===== src/rtl/cic_decim_ctrl.sv =====
// Sequencing controller for the CIC decimator: flush, optional warm-up, decimation strobe, output capture.
// Build option: define CIC_DECIM_CTRL_WARMUP_EN to discard the first N_STAGES post-flush strobes.
module cic_decim_ctrl #(
  parameter int RATE_W       = 8,
  parameter int DEFAULT_RATE = 8,
  parameter int DOUT_W       = 16,
  parameter int N_STAGES     = 3,
  parameter int FLUSH_CYC    = 4,
  parameter int DP_LAT       = 1
) (
  input  logic              cic_clk,
  input  logic              cic_rst,
  input  logic              cfg_enable,
  input  logic              cfg_load,
  input  logic [RATE_W-1:0] cfg_rate,
  input  logic              din_valid,
  output logic              cic_en,
  output logic              cic_dec_stb,
  output logic              cic_clr,
  input  logic [DOUT_W-1:0] cic_dout,
  output logic [DOUT_W-1:0] dout,
  output logic              dout_valid,
  input  logic              dout_ready,
  output logic              busy,
  output logic              ovf,
  output logic [1:0]        dbg_state
);

  localparam logic [1:0] S_IDLE   = 2'd0;
  localparam logic [1:0] S_FLUSH  = 2'd1;
  localparam logic [1:0] S_WARMUP = 2'd2;
  localparam logic [1:0] S_RUN    = 2'd3;

  logic [1:0]        r_state;
  logic [1:0]        w_next;
  logic [RATE_W-1:0] r_rate;
  logic [RATE_W-1:0] r_phase;
  logic [3:0]        r_flush_cnt;
  logic [DP_LAT-1:0] r_pipe;
  logic [DOUT_W-1:0] r_dout;
  logic              r_dout_valid;
  logic              r_ovf;
  logic              w_clear;
  logic              w_active;
  logic              w_en;
  logic              w_stb;
  logic              w_cap;
  logic              w_flush_done;
  logic [RATE_W-1:0] w_rate_m1;

  // Disable, or a reload while running, restarts the datapath sequencing from scratch.
  assign w_clear      = ~cfg_enable | (cfg_load & (r_state != S_IDLE));
  assign w_active     = (r_state == S_WARMUP) | (r_state == S_RUN);
  assign w_rate_m1    = r_rate - RATE_W'(1);
  assign w_en         = w_active & din_valid;
  assign w_stb        = w_en & (r_phase == w_rate_m1);
  assign w_cap        = r_pipe[DP_LAT-1];
  assign w_flush_done = (r_flush_cnt == 4'(FLUSH_CYC - 1));
  assign dbg_state    = r_state;

`ifdef CIC_DECIM_CTRL_WARMUP_EN
  localparam int WW = (N_STAGES < 2) ? 1 : $clog2(N_STAGES + 1);
  logic [WW-1:0] r_warm_cnt;

  always_ff @(posedge cic_clk) begin
    if (cic_rst || w_clear || (r_state != S_WARMUP)) r_warm_cnt <= '0;
    else if (w_stb)                                  r_warm_cnt <= r_warm_cnt + WW'(1);
  end
`endif

  always_ff @(posedge cic_clk) begin
    if (cic_rst) r_state <= S_IDLE;
    else         r_state <= w_next;
  end

  always_comb begin
    w_next = r_state;
    case (r_state)
      S_IDLE:  if (cfg_enable) w_next = S_FLUSH;
      S_FLUSH: begin
`ifdef CIC_DECIM_CTRL_WARMUP_EN
        if (w_flush_done) w_next = S_WARMUP;
`else
        if (w_flush_done) w_next = S_RUN;
`endif
      end
      S_WARMUP: begin
`ifdef CIC_DECIM_CTRL_WARMUP_EN
        if (w_stb && (r_warm_cnt == WW'(N_STAGES - 1))) w_next = S_RUN;
`endif
      end
      default: w_next = r_state;
    endcase
    if (cfg_load && (r_state != S_IDLE)) w_next = S_FLUSH;
    if (!cfg_enable)                     w_next = S_IDLE;
  end

  always_comb begin
    cic_en      = w_en;
    cic_dec_stb = w_stb;
    cic_clr     = (r_state == S_FLUSH);
    busy        = (r_state != S_IDLE);
  end

  always_ff @(posedge cic_clk) begin
    if (cic_rst)       r_rate <= RATE_W'(DEFAULT_RATE);
    else if (cfg_load) r_rate <= (cfg_rate == '0) ? RATE_W'(1) : cfg_rate;
  end

  always_ff @(posedge cic_clk) begin
    if (cic_rst || w_clear || (r_state != S_FLUSH)) r_flush_cnt <= '0;
    else                                            r_flush_cnt <= r_flush_cnt + 4'd1;
  end

  always_ff @(posedge cic_clk) begin
    if (cic_rst || w_clear || !w_active) r_phase <= '0;
    else if (w_en)                       r_phase <= (r_phase == w_rate_m1) ? '0 : r_phase + RATE_W'(1);
  end

  // Only RUN-state strobes enter the pipe, so warm-up strobes never reach the capture register.
  always_ff @(posedge cic_clk) begin
    if (cic_rst || w_clear) r_pipe <= '0;
    else                    r_pipe <= (r_pipe << 1) | DP_LAT'(w_stb & (r_state == S_RUN));
  end

  // dout/dout_valid: a sample transfers on any cycle where dout_valid & dout_ready are both high;
  // dout is stable while dout_valid is high and not yet accepted, and a capture into an unaccepted slot is dropped.
  always_ff @(posedge cic_clk) begin
    if (cic_rst) begin
      r_dout       <= '0;
      r_dout_valid <= 1'b0;
      r_ovf        <= 1'b0;
    end else begin
      if (cfg_load) r_ovf <= 1'b0;
      if (w_clear) begin
        r_dout       <= '0;
        r_dout_valid <= 1'b0;
      end else if (w_cap) begin
        if (r_dout_valid && !dout_ready) begin
          r_ovf <= 1'b1;
        end else begin
          r_dout       <= cic_dout;
          r_dout_valid <= 1'b1;
        end
      end else if (r_dout_valid && dout_ready) begin
        r_dout_valid <= 1'b0;
      end
    end
  end

  assign dout       = r_dout;
  assign dout_valid = r_dout_valid;
  assign ovf        = r_ovf;

endmodule


===== config.mk =====
export PLATFORM = sky130hd
export DESIGN_NAME = cic_decim_ctrl
export DESIGN_NICKNAME = d
export VERILOG_FILES = /design/src/rtl/cic_decim_ctrl.sv
export SDC_FILE = /design/constraint.sdc
export NUM_CORES = 1
export LEC_CHECK = 0
export ABC_CLOCK_PERIOD_IN_PS = 1900
export BUFFER_PORTS_ARGS = -buffer_cell sky130_fd_sc_hd__buf_2
export CORE_MARGIN = 2
export CORE_UTILIZATION = 46
export CTS_CLUSTER_DIAMETER = 40
export DETAILED_ROUTE_END_ITERATION = 6
export MAX_ROUTING_LAYER = met4
export PLACE_DENSITY = 0.83
export SKIP_CTS_REPAIR_TIMING = 1
export SYNTH_ARGS = -nofsm -noshare
export SYNTH_HDL_FRONTEND = slang
export SYNTH_SLANG_ARGS = --single-unit

===== constraint.sdc =====
create_clock -name cic_clk -period 1.9 [get_ports cic_clk]
set_input_delay 0 -clock cic_clk [delete_from_list [all_inputs] [get_ports cic_clk]]
set_output_delay 0 -clock cic_clk [all_outputs]
set_load 0.1 [all_outputs]

* Yosys cells after proc, flatten, opt, wreduce, memory -nomap -nowiden
Cells that the tools add are included.
** Storage, ports and cells
- Input port bits :: 30
- Output and inout port bits :: 24
- Register bits after elaboration :: 41
- Word-level logic and storage cells :: 62
** Operators by class
- Reduce and logical (&&, ||, !) cells :: 21
- Equal/unequal tests :: 9
- Add/subtract/negate cells :: 3
- Bitwise operators :: 8
- Muxes and demuxes :: 12
** Operators by type and width (count)
- $mux 8 :: 2
- $add 8x1->8 const B :: 1
- $eq 8x8->1 :: 1
- $logic_not 8->1 :: 1
- $mux 1 :: 8
- $reduce_and 2->1 :: 4
- $sub 8x1->8 const B :: 1
- $reduce_bool 2->1 :: 3
- $add 4x1->4 const B :: 1
- $and 1x1->1 :: 4
- $eq 2x2->1 const B :: 2
- $eq 4x2->1 const B :: 1
- $ne 2x1->1 const B :: 2
- $pmux 2 s2 :: 1
- $reduce_or 2->1 :: 2
- $logic_and 1x1->1 :: 3
- $logic_or 1x1->1 :: 3
- $ne 3x1->1 const B :: 1
- $reduce_bool 3->1 :: 1
- $reduce_or 3->1 :: 1
- $eq 2x1->1 const B :: 1
- $logic_not 1->1 :: 2
- $logic_not 2->1 :: 1
- $mux 2 :: 1
- other kinds (3) :: 5

* Depth between registers and ports, before layout
Gate-level depths: netlist (run 1).
- Depth in word-level cells :: 5
- Mapped depth :: 8
- Depth with buffers taken out :: 8

* Worst setup path before layout (run 1)
OpenSTA, ideal clock, no wires.
- Kind :: register to register
- Start point :: register r_state[1] (netlist: dbg_state[1])
- End point :: register r_phase[7]
- Slack :: -1.234 ns
- Path buffers :: 0
- Stages on the path, launching flop included :: 6
- Clock period less this slack :: 3.134 ns
- Data arrival time :: 3.046 ns
- Library setup time :: 0.088 ns
- Data required time :: 1.812 ns
- Cell sequence :: dfxtp_1 -> and2_0 -> and4_1 -> nand3_1 -> xor2_1 -> a211oi_1
** On the way
- Elaborated cells between the ends (all ways) :: 10
- Those cells by class :: 2 x eq/ne; 4 x bitwise; 4 x reduce/logical
** RTL lines
- start, declared :: line 34 : logic [1:0] r_state;
- start signal, assigned :: line 73 : else r_state <= w_next;
- $eq 2x2->1 :: line 53 : assign w_active = (r_state == S_WARMUP) | (r_state == S_RUN);
- $or 1x1->1 * :: line 53
- $and 1x1->1 * :: line 55 : assign w_en = w_active & din_valid;
- net cic_en :: line 17 : output logic cic_en,
- end signal, assigned :: line 117 : else if (w_en) r_phase <= (r_phase == w_rate_m1) ? '0 : r_phase + RATE_W'(1);
- end, declared :: line 37 : logic [RATE_W-1:0] r_phase;
The timed path passes the listed nets; every way through them passes the cells marked *.
A chain may end at the register's enable or synchronous reset.

* Worst setup path after layout (run 1)
- Start point :: register r_rate[0]
- End point :: output cic_dec_stb
** On the way
- Longest elaborated chain between the ends :: 3
** RTL lines
- start, declared :: line 36 : logic [RATE_W-1:0] r_rate;
- start signal, assigned :: line 106 : if (cic_rst) r_rate <= RATE_W'(DEFAULT_RATE);
- start signal, assigned :: line 107 : else if (cfg_load) r_rate <= (cfg_rate == '0) ? RATE_W'(1) : cfg_rate;
- $sub 8x1->8 :: line 54 : assign w_rate_m1 = r_rate - RATE_W'(1);
- $eq 8x8->1 :: line 56 : assign w_stb = w_en & (r_phase == w_rate_m1);
- $and 1x1->1 :: line 56
- end, declared :: line 18 : output logic cic_dec_stb,
No other way between the ends.

==> summary.md, run 1 <==
| Metric | Value |
|---|---|
| Status | `complete, but fails checks` |
| Failing checks | `negative hold slack, negative setup slack` |
| Final wirelength | `approximately 5300 um` |
| Hold Crit Endpoint | `r_rate[6]$_SDFFE_PP0P_` |
| # rows | `22` |
| Avg Synthesized Cell Area | `around 8.7 um2` |
| Core ar. | `around 3700 um2` |
| Cell Pwr Density | `around 660 nW/um2` |
| HP Start | `cfg_rate[6]` |
| WL met3 | `roughly 250 um` |
| CP endpoint kind | `primary output` |
| Die height | `just under 70 um` |
| Crit Reg-Reg Endpoint | `r_phase[4]$_SDFFE_PP0P_` |
| Vias/cell | `between 5 and 6` |
| Worst hold path type | `in2reg` |
| WP data arrival | `approximately 2300 ps` |
| Post-synth EDFFs | `0` |
| Final Total Pwr | `approximately 1.7 mW` |
| Skew-Pair Late Insertion Delay | `300 ps` |
| DRT Pass-1 Iters | `4` |
| Top Layer Used | `met4` |
| Reg-to-reg startpoint | `r_rate[0]$_SDFFE_PP0P_` |
| GRT Residual Overflow | `0` |
| Post-Layout Cell Count | `approximately 350` |
| Pre-CTS setup slack | `-156 ps` |
| Largest net degree at the start of global routing | `19` |
| Area grow syn2layout | `42.4%` |
| Register area share after synthesis | `0.447` |
| Num Clock Sinks | `41` |
| Max clock buf depth | `2` |
| CTS clk-pin slew, worst paths | `around 80 ps` |
| Min setup slack post-route | `-410 ps` |
| CP max stage delay | `around 390 ps` |
| First-pass GRT wire length | `6690 um` |
| CP cell instances | `nor2_2, nor4b_4, a31oi_1, or3b_4, a211oi_4, and2_4, buf_12` |
| Post-synthesis async set-or-reset flop share | `0` |
| IO Pins | `54` |
| Met1 WL | `around 2100 um` |
| Worst reg2reg path depth | `8` |
| Initial Util | `0.491` |
| Die area | `between 4000 and 5000 um2` |
| Worst Hold Depth | `3` |
| WP data required | `1900 ps` |
| IR drop worst, VDD | `0.588 mV` |
| RSZ-0062 raised after global routing | `yes` |
| Most frequent cells in the layout | `52 x buf_2, 40 x nand2_1, 34 x dfxtp_1` |
| Setup Viol. Count Final | `10` |
| H-Tree Level Count | `2` |
| Final HPWL DP | `3150 um` |
| Post-synthesis cell area | `~1800 um2` |
| Critical path class | `reg2out` |
| Final Hold Vio Count | `3` |
| DIE WIDTH | `67.2 um` |
| Root Driver | `clkbuf_8` |
| Crit path launch type | `flop` |
| Cell variety after synth | `36` |
| IO Port Bufs | `53` |
| Predominant post-synthesis flop cell | `dfxtp_1` |
| Cell family with most CP delay | `simple AND/OR/NAND/NOR gates` |
| Share of cells above drive strength 1 | `0.327` |
| CP bufs+invs | `1` |
| Num CTS Buffers | `5` |
| Fin. max-slew vios | `0` |
| Slowest CP cell | `or3b_4` |
| Initial antenna violation count | `0` |
| Diodes inserted | `0` |
| Syn Inst Count | `about 210` |
| CTS tree | `yes` |
| DR WL/cell | `~15 um` |
| Routed Antenna Nets | `0` |
| Clock Skew | `about 2.9 ps` |
| Leading cell type in the layout, fill and taps excluded | `buf_2` |
| Net Count, Synth | `between 200 and 250` |
| Drt initial violations | `between 90 and 100` |
| Worst-margin pin slew | `~1100 ps` |
| DRC Markers | `0` |
| Relative slew margins | `0.261` |
| Layout Nets | `330` |
| Dpl cells | `about 320` |
| Crit share post-route | `1.22` |
| LEAKAGE | `~1.1 nW` |
| GPL Wtd Cong | `between 0.7 and 0.8` |
| Min Tclk post-route | `approximately 2300 ps` |
| Worst reg2reg setup slack | `-190 ps` |
| Max Clock Freq | `about 0.43 GHz` |
| Total Routing Usage GR | `0.204` |
| Hold_ws | `-19.2 ps` |
| CP max FO | `5` |
| Met2 wire len | `between 2000 and 3000 um` |
| Vias in the first global route | `about 1500` |
| Yosys reg bits | `a little over 40` |
| Max cap viols | `0` |
| Synthesis warning total | `0` |
| Via count | `approximately 1800` |
-- layer usage --
layer  GRT usage  up-vias
met4      0.0740        0
li1            -      899
met2       0.312       56
met5           -        -
met3      0.0533       11
met1       0.259      869
-- cells by family after synthesis --
kind of cell / Yosys count / synth area share
AO/OA/AOI/OAI: 39 / 0.132
XOR/XNOR: 18 / 0.0899
adder cells (fa/ha/maj): 3 / 0.0204
buffers and inverters: 11 / 0.0225
flip-flops: 41 / 0.447
multiplexers: 6 / 0.0327
AND/OR/NAND/NOR: 94 / 0.256
-- registers in the layout, indices dropped and copies added (netlist names) --
name and count:
dbg_state 2, r_rate 8, r_phase 8, r_pipe 1
dout 16, dout_valid 1, ovf 1, r_flush_cnt 4
-- metrics by stage --
| step | cell area (um2) | utilization | setup TNS (ps) |
|---|---|---|---|
| 6_report | 2620 | 0.699 | -1560 |
| 3_5_place_dp | 2260 | 0.604 | -860 |
| 3_3_place_gp | 2260 | 0.604 | -330 |
| 5_1_grt | 2620 | 0.699 | -2760 |
| 2_1_floorplan | 1870 | - | -50.2 |
| 4_1_cts | 2350 | 0.628 | -1390 |
-- cell usage after synthesis, types with 3 or more instances --
cell type   n  share of area
nand2b_1    4          0.014
xor2_1     10          0.048
xnor2_1     7          0.033
a31oi_1     4          0.014
nand2_1    40          0.082
ha_1        3          0.020
nor2_1     17          0.035
nor2b_1     4          0.014
nor4_1      3          0.010
nor3_1      3         0.0082
nand3b_1    4          0.016
a211oi_1    7          0.029
clkbuf_1    8          0.016
o21ai_0     3         0.0082
dfxtp_1    41           0.45
a21oi_1    21          0.057
nand3_1     5          0.014
and3_1      3          0.010
mux2i_1     6          0.033
-- area by class of cell --
class                   count  area, um2
clock buffers               6       82.6
clock inverters             1       7.51
fillers                   308       1130
inverters                   2       7.51
multi-input cells         160       1040
flip-flops and latches     41        835
well taps                  48       60.1
repair buffers             87        589
-- tightest hold or removal path: cells and delay by family --
family                 cells  cell delay [ps]
buffers and inverters      1              100
and+or+nand+nor            1               70
muxes                      1               70
-- worst max path at each step --
stage	start	endpoint	slack [ps]	cells past startpoint
6_report	r_rate[0]$_SDFFE_PP0P_	cic_dec_stb	-410	7
5_1_grt	r_rate[0]$_SDFFE_PP0P_	cic_dec_stb	-530	7
4_1_cts	r_rate[0]$_SDFFE_PP0P_	cic_dec_stb	-480	7
3_5_place_dp	r_rate[0]$_SDFFE_PP0P_	r_phase[4]$_SDFFE_PP0P_	-160	7
3_3_place_gp	r_rate[0]$_SDFFE_PP0P_	cic_dec_stb	-70	7
2_1_floorplan	r_rate[0]$_SDFFE_PP0P_	cic_dec_stb	-50	7
-- power by group --
group          internal, mW  switching (mW)
clock                 0.287           0.306
combinational         0.118           0.121
sequential            0.870          0.0133
(Power assumes the default switching activity.)
==> run 2, diff against run 1 <==
--- a/config.mk
+++ b/config.mk
@@ -6,13 +6,15 @@
 export NUM_CORES = 1
 export LEC_CHECK = 0
 export ABC_CLOCK_PERIOD_IN_PS = 1900
-export BUFFER_PORTS_ARGS = -buffer_cell sky130_fd_sc_hd__buf_2
+export CELL_PAD_IN_SITES_DETAIL_PLACEMENT = 0
+export CELL_PAD_IN_SITES_GLOBAL_PLACEMENT = 1
 export CORE_MARGIN = 2
-export CORE_UTILIZATION = 46
+export CORE_UTILIZATION = 41
 export CTS_CLUSTER_DIAMETER = 40
 export DETAILED_ROUTE_END_ITERATION = 6
+export DONT_BUFFER_PORTS = 1
 export MAX_ROUTING_LAYER = met4
-export PLACE_DENSITY = 0.83
+export PLACE_DENSITY = 0.82
 export SKIP_CTS_REPAIR_TIMING = 1
 export SYNTH_ARGS = -nofsm -noshare
 export SYNTH_HDL_FRONTEND = slang
==> run 2 against run 1 <==
Effect of this change:
- the run ends with negative setup slack left
- sequential share of layout area decreased by 0.64 points
- clock power down 6.6%
- global-route usage shrank 3.5 points
- critical path type unchanged
- die area increased by 11%
- non-clock buffer count decreased by 16
- cell count down 3.2%
- via count down 8.3%
- largest power group unchanged
- highest routed layer unchanged
- utilization down 8.1 points
- clock skew rose by 1.0 ps
- maximum frequency up 1.3%
==> summary.md, run 2 (synthesized netlist as in run 1, its figures left out) <==
| Metric | Value |
|---|---|
| Num Clock Sinks | `41` |
| Diodes inserted | `0` |
| Critical path class | `reg2out` |
| H-Tree Level Count | `2` |
| IR drop worst, VDD | `between 0.3 and 0.4 mV` |
| Failing checks | `negative setup slack` |
| GRT Residual Overflow | `0` |
| IO Port Bufs | `0` |
| CTS tree | `yes` |
| Max cap viols | `0` |
| Max Clock Freq | `0.439 GHz` |
| Largest net degree at the start of global routing | `19` |
| GPL Wtd Cong | `about 0.85` |
| Crit Reg-Reg Endpoint | `r_pipe$_SDFF_PP0_` |
| CP max stage delay | `390 ps` |
| Dpl cells | `approximately 290` |
| DRT Pass-1 Iters | `4` |
| Post-Place Cell Area | `2180 um2` |
| Hold Crit Endpoint | `r_flush_cnt[2]$_SDFF_PP0_` |
| Share of cells above drive strength 1 | `0.270` |
| Initial antenna violation count | `0` |
| DR WL/cell | `13.9 um` |
| DRC Markers | `0` |
| Worst-margin pin slew | `between 1000 and 1500 ps` |
| WP data required | `around 1900 ps` |
| Setup Viol. Count Final | `8` |
| Clock Skew | `around 3.9 ps` |
| Vias/cell | `between 5 and 6` |
| Die height | `a little over 70 um` |
| Fin. max-slew vios | `0` |
| First-pass GRT wire length | `~6600 um` |
| CTS clk-pin slew, worst paths | `80 ps` |
| LEAKAGE | `1.03 nW` |
| Layout Utilization | `0.618` |
| Via count | `~1700` |
| Area grow syn2layout | `45.3%` |
| Most frequent cells in the layout | `40 x nand2_1, 40 x buf_4, 34 x dfxtp_1` |
| Setup TNS Final | `-968 ps` |
| Post-Layout Cell Count | `approximately 330` |
| CP max FO | `6` |
| Worst reg2reg setup slack | `-190 ps` |
| CP endpoint kind | `primary output` |
| Worst Hold Depth | `3` |
| Min setup slack post-route | `-380 ps` |
| Die area | `~5000 um2` |
| Cell family with most CP delay | `simple AND/OR/NAND/NOR gates` |
| Total Routing Usage GR | `0.169` |
| Slowest CP cell | `or3b_4` |
| Status | `complete, but fails checks` |
| Relative slew margins | `0.286` |
| Layout Nets | `314` |
| CP cell instances | `inv_2, ha_4, nor4b_4, a31oi_1, or3b_4, a211oi_4, buf_6, and2_4` |
| Num CTS Buffers | `5` |
| Core ar. | `~4300 um2` |
| Design area | `around 2700 um2` |
| CP bufs+invs | `2` |
| DIE WIDTH | `slightly above 70 um` |
| Drt initial violations | `73` |
| Final HPWL DP | `between 3000 and 4000 um` |
| # rows | `24` |
| Crit share post-route | `1.20` |
| RSZ-0062 raised after global routing | `yes` |
| IO Pins | `54` |
| Min Tclk post-route | `roughly 2300 ps` |
| Pre-CTS setup slack | `-108 ps` |
| WP data arrival | `between 2000 and 2500 ps` |
| Largest register FFs | `16` |
| # fillers | `roughly 400` |
| Routed Antenna Nets | `0` |
| Vias in the first global route | `about 1400` |
| Crit path launch type | `flop` |
| Max clock buf depth | `2` |
| HP Start | `cfg_load` |
| Initial Util | `0.425` |
| Skew-Pair Late Insertion Delay | `between 200 and 300 ps` |
| Cell Pwr Density | `approximately 620 nW/um2` |
| Reg-to-reg startpoint | `r_rate[1]$_SDFFE_PP0P_` |
| Crit path depth | `8` |
| Final Hold Vio Count | `0` |
| Root Driver | `clkbuf_8` |
| Final wirelength | `4650 um` |
| Worst reg2reg path depth | `10` |
| Worst hold path type | `in2reg` |
[run 2: changes by cell type in the layout (fill, tap and decap cells not counted), sizes merged]
cell and change:
clkbuf -1, dlygate4sd3 +10, clkinv +2, buf -26
[run 2: final cells by class]
| class | count | area (um2) | share of cell area |
|---|---|---|---|
| multi-input cells | 160 | 1070 | 0.399 |
| flip-flops and latches | 41 | 835 | 0.312 |
| repair buffers | 71 | 612 | 0.229 |
| inverters | 2 | 7.51 | 0.00281 |
| clock inverters | 3 | 17.5 | 0.00656 |
| well taps | 52 | 65.1 | 0.0244 |
| clock buffers | 5 | 68.8 | 0.0258 |
[run 2: worst reg2reg max path, cell delays in order (launching register included)]
cell and delay (ps):
dfxtp_2 370, inv_2 50, ha_4 160, nor4b_4 200, a31oi_1 60, or3b_4 390
a211oi_4 270, buf_6 150, buf_4 110, buf_4 100, and4_1 170
[run 2: power by group]
group | switching (mW) | internal [mW]
registers | 0.0123 | 0.869
logic | 0.116 | 0.118
clock network | 0.300 | 0.253
total | 0.428 | 1.24
[run 2: how the worst max path moves through the flow]
stage / from / to
CTS: r_rate[0]$_SDFFE_PP0P_ / cic_dec_stb
floorplan: r_rate[0]$_SDFFE_PP0P_ / cic_dec_stb
global placement: r_rate[0]$_SDFFE_PP0P_ / cic_dec_stb
detailed placement: r_rate[0]$_SDFFE_PP0P_ / cic_dec_stb
global route: r_rate[0]$_SDFFE_PP0P_ / cic_dec_stb
finish: r_rate[1]$_SDFFE_PP0P_ / cic_dec_stb
[run 2: layer usage]
metal | wire length [um] | share of wire | up-vias | GRT usage
met5 | 0 | 0 | - | -
met4 | 59 | 0.013 | 0 | 0.0440
met3 | 180 | 0.039 | 6 | 0.0385
met2 | 2310 | 0.50 | 32 | 0.255
met1 | 2100 | 0.45 | 776 | 0.229
li1 | - | - | 868 | -
[run 2: per-stage QoR]
stage	hold slack, ps	power (mW)
2_1_floorplan	122	1.02
3_3_place_gp	73.8	1.05
3_5_place_dp	72.4	1.05
4_1_cts	-236	1.61
5_1_grt	58.2	1.75
6_report	53.4	1.67
==> run 3, diff against run 2 <==
--- a/config.mk
+++ b/config.mk
@@ -9,13 +9,15 @@
 export CELL_PAD_IN_SITES_DETAIL_PLACEMENT = 0
 export CELL_PAD_IN_SITES_GLOBAL_PLACEMENT = 1
 export CORE_MARGIN = 2
-export CORE_UTILIZATION = 41
+export CORE_UTILIZATION = 43
+export CTS_BUF_LIST = sky130_fd_sc_hd__clkbuf_8
 export CTS_CLUSTER_DIAMETER = 40
 export DETAILED_ROUTE_END_ITERATION = 6
 export DONT_BUFFER_PORTS = 1
 export MAX_ROUTING_LAYER = met4
-export PLACE_DENSITY = 0.82
+export PLACE_DENSITY = 0.85
 export SKIP_CTS_REPAIR_TIMING = 1
+export SLEW_MARGIN = 5
 export SYNTH_ARGS = -nofsm -noshare
 export SYNTH_HDL_FRONTEND = slang
 export SYNTH_SLANG_ARGS = --single-unit
==> run 3 against run 2 <==
Effect of this change:
- the flow still finishes with violations (negative setup slack)
- sequential power hardly changed
- die area down 4.4%
- utilization up 6.9 points
- non-clock buffer count is 5 higher
- register-to-register slack improved by 50 ps
- critical path type unchanged
- highest routed layer unchanged
==> summary.md, run 3 (synthesized netlist as in run 1, its figures left out) <==
| Metric | Value |
|---|---|
| GPL Wtd Cong | `~0.88` |
| Critical path class | `reg2out` |
| DIE WIDTH | `69.4 um` |
| # rows | `23` |
| IO Pins | `54` |
| Max cap viols | `0` |
| Status | `complete, but fails checks` |
| Most frequent cells in the layout | `40 x nand2_1, 40 x buf_4, 35 x dlygate4sd3_1` |
| CTS clk-pin slew, worst paths | `~70 ps` |
| Hold Crit Endpoint | `r_pipe$_SDFF_PP0_` |
| Area grow syn2layout | `51.7%` |
| Worst reg2reg path depth | `8` |
| # fillers | `308` |
| Die height | `69.4 um` |
| GRT Residual Overflow | `0` |
| Largest net degree at the start of global routing | `19` |
| Fin. max-slew vios | `0` |
| Worst-margin pin slew | `around 1100 ps` |
| Reg-to-reg startpoint | `r_rate[7]$_SDFFE_PP0P_` |
| Final wirelength | `~4700 um` |
| Diodes inserted | `0` |
| Min setup slack post-route | `-381 ps` |
| Skew-Pair Late Insertion Delay | `between 200 and 300 ps` |
| HP Start | `din_valid` |
| Post-Place Cell Area | `2180 um2` |
| IR drop worst, VDD | `approximately 0.54 mV` |
| Die area | `about 4800 um2` |
| CTS tree | `yes` |
| Root Driver | `clkbuf_8` |
| Total Routing Usage GR | `0.175` |
| DR WL/cell | `around 14 um` |
| CP cell instances | `xnor2_4, xor2_1, a31oi_1, or3b_4, a211oi_4, and2_4` |
| WP data required | `1900 ps` |
| Vias/cell | `just over 5` |
| Relative slew margins | `0.267` |
| Num Clock Sinks | `around 40` |
| Vias in the first global route | `between 1500 and 2000` |
| IO Port Bufs | `0` |
| H-Tree Level Count | `2` |
| Via count | `approximately 1700` |
| Drt initial violations | `between 70 and 80` |
| Pre-CTS setup slack | `-93.1 ps` |
| Final Total Pwr | `slightly below 2 mW` |
| RSZ-0062 raised after global routing | `yes` |
| Setup TNS Final | `-1080 ps` |
| Slowest CP cell | `or3b_4` |
| Final HPWL DP | `between 3000 and 4000 um` |
| Setup Viol. Count Final | `9` |
| Post-Layout Cell Count | `337` |
| Max clock buf depth | `2` |
| LEAKAGE | `roughly 1.1 nW` |
| Final Hold Vio Count | `0` |
| Clock Skew | `4.57 ps` |
| Crit Reg-Reg Endpoint | `r_phase[2]$_SDFFE_PP0P_` |
| Dpl cells | `~290` |
| CP max FO | `5` |
| First-pass GRT wire length | `6650 um` |
| Largest register FFs | `16` |
| Design area | `about 2800 um2` |
| Worst hold path type | `in2reg` |
| Worst Hold Depth | `2` |
| Failing checks | `negative setup slack` |
| Min Tclk post-route | `approximately 2300 ps` |
| Routed Antenna Nets | `0` |
| Worst reg2reg setup slack | `-140 ps` |
| Num CTS Buffers | `5` |
| Share of cells above drive strength 1 | `0.275` |
| Cell Pwr Density | `approximately 700 nW/um2` |
| Initial antenna violation count | `0` |
| Crit path launch type | `flop` |
| WP data arrival | `~2300 ps` |
| Crit share post-route | `1.20` |
| Initial Util | `0.453` |
| Max Clock Freq | `0.438 GHz` |
| DRT Pass-1 Iters | `4` |
| CP max stage delay | `390 ps` |
| DRC Markers | `0` |
| Layout Nets | `between 300 and 400` |
| Core ar. | `between 4000 and 5000 um2` |
| CP endpoint kind | `primary output` |
[run 3: layout make-up]
type	instances	area, um2	area share
clock buffer	5	68.8	0.0247
clock inverter	3	65.1	0.0233
inverter	2	7.51	0.00269
multi-input combinational	160	1080	0.387
sequential	41	842	0.302
tap	50	62.6	0.0224
timing repair buffer	76	662	0.237
[run 3: metal layers]
metal  track usage  part of all wire  vias up
met1         0.211              0.43      813
met4        0.0458             0.013        0
li1              -                 -      876
met5             -                 0        -
met2         0.283              0.51       42
met3        0.0567             0.051        8
[run 3: through the flow]
step | hold slack [ps] | util
floorplan | 122 | -
global placement | 67.0 | 0.538
detailed placement | 70.2 | 0.538
CTS | -245 | 0.571
global route | 33.7 | 0.687
finish | 23.7 | 0.687
[run 3: power by group]
group	leakage (nW)	total (mW)	switching (mW)	internal, mW
sequential	0.337	0.881	0.0131	0.867
combinational	0.669	0.252	0.117	0.135
clock	0.0681	0.825	0.303	0.522
total	1.07	1.96	0.433	1.52
[run 3: worst max path at each step]
stage                     cells after the start  slack [ps]               startpoint           to
final                                         6        -380   r_rate[7]$_SDFFE_PP0P_  cic_dec_stb
after global routing                          6        -450   r_rate[7]$_SDFFE_PP0P_  cic_dec_stb
after CTS                                     7        -420   r_rate[1]$_SDFFE_PP0P_  cic_dec_stb
after detailed placement                      7         -90   r_rate[1]$_SDFFE_PP0P_  cic_dec_stb
after global placement                        6         -40  r_phase[7]$_SDFFE_PP0P_  cic_dec_stb
after floorplan                               7         -50   r_rate[0]$_SDFFE_PP0P_  cic_dec_stb
[run 3: worst max-delay path: cells and delay by family (launching register included)]
kind                      cells  cell delay (ps)
and+or+nand+nor               2              780
AOI/OAI and AO/OA             2              440
xor gates and xnor gates      2              400
DFF                           1              370
